<file path="src/rtl/mips_pkg.sv">
// Shared register-file constants and the write-back request type.
package mips_pkg;

    localparam int DATA_W = 32;
    localparam int ADDR_W = 5;
    localparam logic [4:0] REG_ZERO = 5'd0;

    typedef struct packed {
        logic [ADDR_W-1:0] regIdx;
        logic [DATA_W-1:0] data;
    } wb_req_t;

endpackage

</file>
<file path="src/rtl/wb_fifo.sv">
// Synchronous FIFO for buffered mult/div write-backs, with per-entry register
// match vectors so the owner can detect pending writes to a given register.
module wb_fifo #(
    parameter int ADDR_W = 5,
    parameter int DATA_W = 32,
    parameter int DEPTH  = 4
) (
    input  logic                       clk,
    input  logic                       rst,
    input  logic                       push,
    input  logic [ADDR_W-1:0]          pushReg,
    input  logic [DATA_W-1:0]          pushData,
    input  logic                       pop,
    output logic [ADDR_W-1:0]          headReg,
    output logic [DATA_W-1:0]          headData,
    output logic [$clog2(DEPTH):0]     count,
    output logic                       full,
    output logic                       empty,
    input  logic [ADDR_W-1:0]          qReg0,
    input  logic [ADDR_W-1:0]          qReg1,
    input  logic [ADDR_W-1:0]          qReg2,
    output logic [DEPTH-1:0]           hit0,
    output logic [DEPTH-1:0]           hit1,
    output logic [DEPTH-1:0]           hit2
);

    localparam int PW = $clog2(DEPTH);
    localparam logic [PW:0] FULL_CNT = (PW+1)'(DEPTH);

    logic [ADDR_W-1:0] regMem  [DEPTH];
    logic [DATA_W-1:0] dataMem [DEPTH];
    logic [PW-1:0]     wrPtr;
    logic [PW-1:0]     rdPtr;
    logic [DEPTH-1:0]  validVec;
    logic              doPush;
    logic              doPop;

    assign full     = (count == FULL_CNT);
    assign empty    = (count == '0);
    assign doPush   = push && !full;
    assign doPop    = pop && !empty;
    assign headReg  = regMem[rdPtr];
    assign headData = dataMem[rdPtr];

    // Storage carries no reset; validVec masks anything stale.
    always_ff @(posedge clk) begin
        if (doPush) begin
            regMem[wrPtr]  <= pushReg;
            dataMem[wrPtr] <= pushData;
        end
    end

    always_ff @(posedge clk or posedge rst) begin
        if (rst) begin
            wrPtr <= '0;
            rdPtr <= '0;
            count <= '0;
        end else begin
            if (doPush) wrPtr <= wrPtr + 1'b1;
            if (doPop)  rdPtr <= rdPtr + 1'b1;
            case ({doPush, doPop})
                2'b10:   count <= count + 1'b1;
                2'b01:   count <= count - 1'b1;
                default: count <= count;
            endcase
        end
    end

    // An entry is live when its distance from the read pointer is below count.
    always_comb begin
        validVec = '0;
        hit0     = '0;
        hit1     = '0;
        hit2     = '0;
        for (int i = 0; i < DEPTH; i++) begin
            validVec[i] = ({1'b0, PW'(i) - rdPtr} < count);
            hit0[i]     = validVec[i] && (regMem[i] == qReg0);
            hit1[i]     = validVec[i] && (regMem[i] == qReg1);
            hit2[i]     = validVec[i] && (regMem[i] == qReg2);
        end
    end

endmodule

</file>
<file path="src/rtl/regfile_writeback_unit.sv">
// Write-side front end of the register file: merges main-path and buffered
// mult/div results onto the single registered write port and flags hazards.
module regfile_writeback_unit #(
    parameter int DATA_W     = mips_pkg::DATA_W,
    parameter int ADDR_W     = mips_pkg::ADDR_W,
    parameter int FIFO_DEPTH = 4
) (
    input  logic                          clk,
    input  logic                          reset,
    input  logic                          alu_wb_valid,
    input  logic [ADDR_W-1:0]             alu_wb_reg,
    input  logic [DATA_W-1:0]             alu_wb_data,
    input  logic                          md_wb_valid,
    output logic                          md_wb_ready,
    input  logic [ADDR_W-1:0]             md_wb_reg,
    input  logic [DATA_W-1:0]             md_wb_data,
    output logic                          RegWrite,
    output logic [ADDR_W-1:0]             WriteRegister,
    output logic [DATA_W-1:0]             WriteData,
    input  logic [ADDR_W-1:0]             chk_reg1,
    input  logic [ADDR_W-1:0]             chk_reg2,
    output logic                          chk_hit1,
    output logic                          chk_hit2,
    output logic [$clog2(FIFO_DEPTH):0]   fifo_count,
    output logic                          wb_conflict
);

    import mips_pkg::*;

    localparam logic [ADDR_W-1:0] ZERO_REG = ADDR_W'(REG_ZERO);

    logic                  aluGo;
    logic                  mdAccept;
    logic                  fifoPush;
    logic                  fifoPop;
    logic                  fifoFull;
    logic                  fifoEmpty;
    logic [ADDR_W-1:0]     headReg;
    logic [DATA_W-1:0]     headData;
    logic [FIFO_DEPTH-1:0] hitVec1;
    logic [FIFO_DEPTH-1:0] hitVec2;
    logic [FIFO_DEPTH-1:0] aluHitVec;

    // mult/div handshake: a transfer happens on a rising edge when
    // md_wb_valid && md_wb_ready; ready depends only on the registered count,
    // so a same-edge pop never makes room in a full buffer. $zero requests are
    // accepted but dropped.
    assign md_wb_ready = !fifoFull && !reset;
    assign mdAccept    = md_wb_valid && md_wb_ready;
    assign fifoPush    = mdAccept && (md_wb_reg != ZERO_REG);
    assign aluGo       = alu_wb_valid && (alu_wb_reg != ZERO_REG);
    assign fifoPop     = !aluGo && !fifoEmpty;

    wb_fifo #(
        .ADDR_W (ADDR_W),
        .DATA_W (DATA_W),
        .DEPTH  (FIFO_DEPTH)
    ) u_fifo (
        .clk      (clk),
        .rst      (reset),
        .push     (fifoPush),
        .pushReg  (md_wb_reg),
        .pushData (md_wb_data),
        .pop      (fifoPop),
        .headReg  (headReg),
        .headData (headData),
        .count    (fifo_count),
        .full     (fifoFull),
        .empty    (fifoEmpty),
        .qReg0    (chk_reg1),
        .qReg1    (chk_reg2),
        .qReg2    (alu_wb_reg),
        .hit0     (hitVec1),
        .hit1     (hitVec2),
        .hit2     (aluHitVec)
    );

    // Main path always wins; index/data hold their last value when idle.
    always_ff @(posedge clk or posedge reset) begin
        if (reset) begin
            RegWrite      <= 1'b0;
            WriteRegister <= '0;
            WriteData     <= '0;
            wb_conflict   <= 1'b0;
        end else begin
            wb_conflict <= aluGo && (|aluHitVec);
            if (aluGo) begin
                RegWrite      <= 1'b1;
                WriteRegister <= alu_wb_reg;
                WriteData     <= alu_wb_data;
            end else if (fifoPop) begin
                RegWrite      <= 1'b1;
                WriteRegister <= headReg;
                WriteData     <= headData;
            end else begin
                RegWrite <= 1'b0;
            end
        end
    end

    assign chk_hit1 = (chk_reg1 != ZERO_REG) &&
                      ((|hitVec1) || (RegWrite && (WriteRegister == chk_reg1)));
    assign chk_hit2 = (chk_reg2 != ZERO_REG) &&
                      ((|hitVec2) || (RegWrite && (WriteRegister == chk_reg2)));

endmodule
</file>
<file path="config.mk">
export PLATFORM = sky130hd
export DESIGN_NAME = regfile_writeback_unit
export DESIGN_NICKNAME = d
export VERILOG_FILES = /design/src/rtl/mips_pkg.sv /design/src/rtl/wb_fifo.sv /design/src/rtl/regfile_writeback_unit.sv
export SDC_FILE = /design/constraint.sdc
export NUM_CORES = 1
export LEC_CHECK = 0
export CAP_MARGIN = 20
export CELL_PAD_IN_SITES_DETAIL_PLACEMENT = 0
export CELL_PAD_IN_SITES_GLOBAL_PLACEMENT = 1
export CORE_ASPECT_RATIO = 0.75
export CORE_MARGIN = 2
export CORE_UTILIZATION = 41
export DETAILED_ROUTE_END_ITERATION = 10
export HOLD_SLACK_MARGIN = 0.08
export PLACE_DENSITY = 0.83
export SYNTH_ARGS = -nofsm -noshare
export SYNTH_HDL_FRONTEND = slang
export SYNTH_SLANG_ARGS = --single-unit
</file>
<file path="constraint.sdc">
create_clock -name clk -period 2.4 [get_ports clk]
set_input_delay 0.6 -clock clk [delete_from_list [all_inputs] [get_ports clk]]
set_output_delay 0.6 -clock clk [all_outputs]
set_load 0.01 [all_outputs]
</file>
# Word-level counts from Yosys, hierarchy flattened
# Memory sizes are Yosys's and may differ from the RTL's.
# Index checks and enable logic that the tools add are counted.
[classes]
n_mux = 9
n_reduce_logical = 40
order_cmp = 4
add_sub_neg = 8
n_eq_ne = 17
[op_table]
columns = ["operator", "count"]
rows = [
  ["5-bit equality test", 14],
  ["32-bit 2-to-1 mux", 2],
  ["1-bit logical AND", 24],
  ["5-bit nonzero test", 4],
  ["2-bit by 3-bit < comparator with 1-bit output", 4],
  ["4-bit OR reduction", 3],
  ["5-bit 2-to-1 mux", 2],
  ["3-bit case mux with 2 select lines", 1],
  ["2-bit by 1-bit adder with 2-bit output (second input constant)", 2],
  ["1-bit zero test", 4],
  ["1-bit 2-to-1 mux", 4],
  ["2-bit nonzero test", 2],
  ["1-bit by 2-bit subtractor with 2-bit output (first input constant)", 2],
  ["2-bit subtractor (first input constant)", 2],
  ["3-bit by 1-bit adder with 3-bit output (second input constant)", 1],
  ["3-bit equality test (second input constant)", 1],
  ["3-bit zero test", 1],
  ["3-bit by 1-bit subtractor with 3-bit output (second input constant)", 1],
  ["2-bit by 1-bit equality test with 1-bit output (second input constant)", 1],
  ["2-bit equality test (second input constant)", 1],
  ["1-bit logical OR", 2],
]
[word_totals]
n_memories = 2
mem_bits_rw = 148
output_inout_bits = 45
elab_cells = 87
ff_bits = 46
[memory_table]
columns = ["memory", "depth", "width", "read_ports", "rd_clocked_by_memory_dff", "wr", "line", "rtl"]
rows = [
  ["u_fifo.dataMem", 4, 32, 1, 0, 1, "wb_fifo.sv:31", "logic [DATA_W-1:0] dataMem [DEPTH];"],
  ["u_fifo.regMem", 4, 5, 5, 0, 1, "wb_fifo.sv:30", "logic [ADDR_W-1:0] regMem [DEPTH];"],
]

# Logic depth before layout (Yosys ltp)
[depth]
word_depth = 8
mapped_depth = 10
ltp_nobuf = 10

# Modules after synthesis
# Synthesis repeated with hierarchy kept, for this count alone.
[hier_totals]
cells_unflattened = 504
hier_area_um2 = 8745.9
[modules_own_cells]
columns = ["mod", "area_each_um2", "cells_per_inst", "n_inst", "seq_area_each_um2"]
rows = [
  ["wb_fifo", 6658.9, 343, 1, 4619.4],
  ["regfile_writeback_unit", 2087.0, 161, 1, 975.9],
]

# Worst setup path after synthesis
# No wires, ideal clock.
[synth_path]
path_kind = "input-to-reg"
from = "input port alu_wb_reg[2]"
to = "register u_fifo.count[2]"
stages = 10
arrival_time_ps = 2594
n_path_buf = 1
setup_time_ps = 80
required_time_ps = 2320
setup_slack_ps = -274
path_cell_list = "buf_2 -> or4_4 -> o21ai_4 -> a21boi_4 -> ha_1 -> inv_1 -> fa_1 -> xor2_1 -> nor2_1 -> xnor2_1"
[synth_via]
elab_chain_len = 7
word_cells_on_any_way = 9
[synth_rtl]
columns = ["element", "line", "rtl"]
rows = [
  ["from (decl)", "regfile_writeback_unit.sv:11", "input logic [ADDR_W-1:0] alu_wb_reg,"],
  ["5-bit nonzero test (*)", "regfile_writeback_unit.sv:51", "assign aluGo = alu_wb_valid && (alu_wb_reg != ZERO_REG);"],
  ["1-bit logical AND (*)", "regfile_writeback_unit.sv:51", ""],
  ["1-bit zero test (*)", "regfile_writeback_unit.sv:52", "assign fifoPop = !aluGo && !fifoEmpty;"],
  ["1-bit logical AND (*)", "regfile_writeback_unit.sv:52", ""],
  ["1-bit logical AND (*)", "wb_fifo.sv:41", "assign doPop = pop && !empty;"],
  ["named net u_fifo.doPop", "wb_fifo.sv:36", "logic doPop;"],
  ["2-bit by 1-bit equality test with 1-bit output / 2-bit equality test (equally long branches)", "wb_fifo.sv:61", "case ({doPush, doPop})"],
  ["3-bit case mux with 2 select lines / 2-bit nonzero test (equally long branches)", "-", ""],
  ["to (signal assigned)", "wb_fifo.sv:62", "2'b10: count <= count + 1'b1;"],
  ["to (signal assigned)", "wb_fifo.sv:63", "2'b01: count <= count - 1'b1;"],
  ["to (signal assigned)", "wb_fifo.sv:64", "default: count <= count;"],
  ["to (decl)", "wb_fifo.sv:16", "output logic [$clog2(DEPTH):0] count,"],
]
# Mark *: on every way through the listed nets, which the timed path passes. The rest lies on a longest branch.
# A chain may end at the register's enable or synchronous reset.

# Final worst setup path
[layout_path]
from = "register u_fifo.rdPtr[0]"
to = "output port chk_hit1"
[layout_via]
elab_chain_len = 6
word_cells_on_any_way = 15
[layout_rtl]
columns = ["element", "line", "rtl"]
rows = [
  ["from (decl)", "wb_fifo.sv:33", "logic [PW-1:0] rdPtr;"],
  ["from (signal assigned)", "wb_fifo.sv:60", "if (doPop) rdPtr <= rdPtr + 1'b1;"],
  ["1-bit by 2-bit subtractor with 2-bit output / 2-bit subtractor (equally long branches)", "wb_fifo.sv:76", "validVec[i] = ({1'b0, PW'(i) - rdPtr} < count);"],
  ["2-bit by 3-bit < comparator with 1-bit output", "wb_fifo.sv:76", ""],
  ["1-bit logical AND", "wb_fifo.sv:77", "hit0[i] = validVec[i] && (regMem[i] == qReg0);"],
  ["4-bit OR reduction (*)", "regfile_writeback_unit.sv:102", "((|hitVec1) || (RegWrite && (WriteRegister == chk_reg1)));"],
  ["1-bit logical OR (*)", "regfile_writeback_unit.sv:102", ""],
  ["1-bit logical AND (*)", "regfile_writeback_unit.sv:101", "assign chk_hit1 = (chk_reg1 != ZERO_REG) &&"],
  ["to (decl)", "regfile_writeback_unit.sv:22", "output logic chk_hit1,"],
]
# Every way passes the cells marked *; elsewhere a longest branch is shown, timed or not.

==> metrics.yaml <==
die:
  die_y_um: 129
  ioPinCount: 133
  start_util_pct: 42.1
  die_x_um: 171
  die_area_sq_um: 22100
  core_area_sq_um: 20400
  rows: 45
routing:
  num_vias: 5254
  ant_nets: 0
  wl_per_cell_um: 20.2
  first_pass_iters: 5
  vias_per_cell: 5.13
  routed_wl_um: 20700
  drc: 0
  drtIter0Drc: 299
layout:
  area_growth_pct: 33.8
  layout_common_cells: "148 x edfxtp_1, 121 x clkdlybuf4s50_1, 70 x buf_4"
  nets: 828
  final_common_cell: "edfxtp_1"
  final_util_pct: 56.3
  layout-drive-gt1-share_pct: 24.5
  antenna_cells: 0
place:
  io_buffers: 132
  detailed_place_hpwl_um: 14500
  place_congestion: 0.865
job:
  drv_cap: 0
setup_path:
  critPathCaptureType: "output port"
  crit_family: "compound AO/OA/AOI/OAI gates"
  startpoint_type: "flop"
  path_max_fanout: 2
  path_buf_inv: 3
  path_cells: "xor2_2 -> inv_2 -> ha_4 -> a21oi_4 -> buf_6 -> o2111ai_4 -> o31ai_2 -> o22a_1 -> buf_2"
  worst_path_largest_cell_delay_ns: 0.49
  critical_path_class: "flop to output port"
  cp.arrival_ns: 2.34
  critPathSlowestCell: "dfrtp_4"
  worstPathRequired_ns: 1.80
yosys:
  ys_seq_area_share_pct: 65.2
  synth_area_sq_um: 8580
  synth-edff-count: 148
  synth_flop_cell: "edfxtp_1"
  yosys.cell_types.count: 40
  synthArstFlopShare_pct: 23.7
  ys_warn_count: 0
  syn_avg_cell_area_sq_um: 16.0
  ys_ff_latch: 194
  syn_inst: 535
  syn_nets: 633
global_routing:
  grt_pass1_wl_um: 31500
  antenna_found_initial: 1
  grt_max_degree: 75
  grt_pass1_vias: 5441
  grt-ovfl-total: 0
  grtUsageTotal_pct: 19.5
timing:
  rsz0062_at_grt: "true"
  hold_viol: 0
  period_needed_ns: 2.94
  setup_viol: 2
  max_slew_margin_pct: 60.6
  fin_crit_sh_pct: 122
  clock_skew_ns: 0.0119
  worst_slack_ns: -0.539
  holdWs_ns: 0.585
  max_freq_mhz: 340
  finalMaxSlewViolations: 0
  tightest_slew_ns: 0.592
status:
  violations: "setup timing"
  status: "finished with violations"
cts:
  clk_pin_slew_ns: 0.07
  cts.sinks: 194
  hold_buffers: 0
  cts.root.buffer_cell: "clkbuf_16"
  htreeDepth: 4
  cts_buffers: 17
  clk_path_buf_depth: 2
  clock_latency_ns: 0.42
  cts_tree: "yes"
power:
  vdd_drop_max_uv: 557
  cellLeakagePower_uw: 0.00407
  p_per_area_nw_per_um2: 1050
min_path:
  hold_class: "flop to flop"
## per-stage QoR
step	instance area [sq um]	TNS [ns]	std cells	power (uW)	setup WS [ns]
finish	11500	-0.980	1025	12000	-0.539
global route	11500	-1.22	1025	12600	-0.676
CTS	11500	-1.05	1025	12100	-0.594
detailed placement	10700	-52.54	987	8790	-0.860
global placement	10700	-51.00	987	8660	-0.815
floorplan	8610	-0.439	535	6910	-0.269
## kinds of logic after synthesis
family                     Yosys count  share of synthesized area [%]
DFF                                194                           65.2
xor gates and xnor gates            77                           7.86
muxes                               75                           14.2
adders and majority gates           10                           1.55
and+or+nand+nor                     77                           4.30
AOI/OAI and AO/OA                   56                           4.11
buffers and inverters               46                           2.74
## tightest hold or removal path, delay by kind of cell (launching register included)
family | cells | cell delay, ns
AO/OA/AOI/OAI | 1 | 0.13
multiplexers | 1 | 0.07
flip-flops | 1 | 0.35
## state kept, by name, indices dropped and copies added, names as in the netlist
register and cells:
WriteRegister 5, RegWrite 1, u_fifo.rdPtr 2, u_fifo.dataMem 128, u_fifo.wrPtr 2, wb_conflict 1
u_fifo.regMem 20, u_fifo.count 3, WriteData 32
## repair_timing
item / CTS / global route
pin swaps: 16 / 9
endpoints found under the hold margin: 0 / 0
setup endpoints to repair: 11 / 4
buffers inserted: 6 / 0
gates resized for setup: 31 / 9
## layer usage
layer / track usage, % / share of wire, % / up-vias
li1: - / - / 2403
met1: 27.7 / 47 / 2699
met2: 30.6 / 47 / 132
met3: 4.15 / 4.7 / 18
met4: 5.83 / 1.1 / 2
met5: 0 / 0.077 / -
## path summary, 6_finish.rpt
kind	start	to	slack (ns)	cells after the start
worst max-delay path	u_fifo.rdPtr[0]	chk_hit1	-0.54	9
worst min-delay path	WriteData[12]	WriteData[12]	0.59	2
worst max register to register	u_fifo.count[0]	u_fifo.count[2]	0.19	11
worst min register to register	WriteData[12]	WriteData[12]	0.59	2
max in group asynchronous	reset	WriteData[21]	1.25	4
min in group asynchronous	reset	u_fifo.count[2]	0.61	3
## power by group
part / switching (uW) / internal, uW / total [uW] / leakage [uW]
sequential: 297 / 4190 / 4480 / 0.00186
combinational: 2100 / 2420 / 4520 / 0.00190
clock: 1230 / 1790 / 3020 / 0.000308
total: 3630 / 8400 / 12000 / 0.00407
## cell usage after synthesis (2+ instances only)
master,count,share of area (%)
buf_2,14,0.82
or4_1,2,0.18
buf_4,2,0.18
clkbuf_1,14,0.61
nor4_1,2,0.15
mux4_2,37,9.7
buf_6,5,0.66
nand2_1,3,0.13
nor3_1,11,0.64
nand3_1,5,0.29
a22o_1,2,0.20
o31ai_1,2,0.18
nor2_1,37,1.6
o2111ai_1,2,0.20
a21oi_2,2,0.20
nand4_1,9,0.66
a21oi_1,36,2.1
o22a_1,2,0.20
inv_1,10,0.44
xnor2_1,33,3.4
edfxtp_1,148,52
mux2i_1,36,4.2
and2_1,4,0.29
dfrtp_1,46,13
o21ai_0,4,0.23
xor2_1,44,4.5
ha_1,9,1.3
mux2_2,2,0.26
## cell type report
cell class	instances	area, sq um
multi-input combinational	295	2850
clock inverter	14	198
timing repair buffer	212	2000
sequential	194	5600
fill	1617	8910
clock buffer	18	439
tap	282	353
inverter	10	37.5
Power figures use the tool's default switching activity.
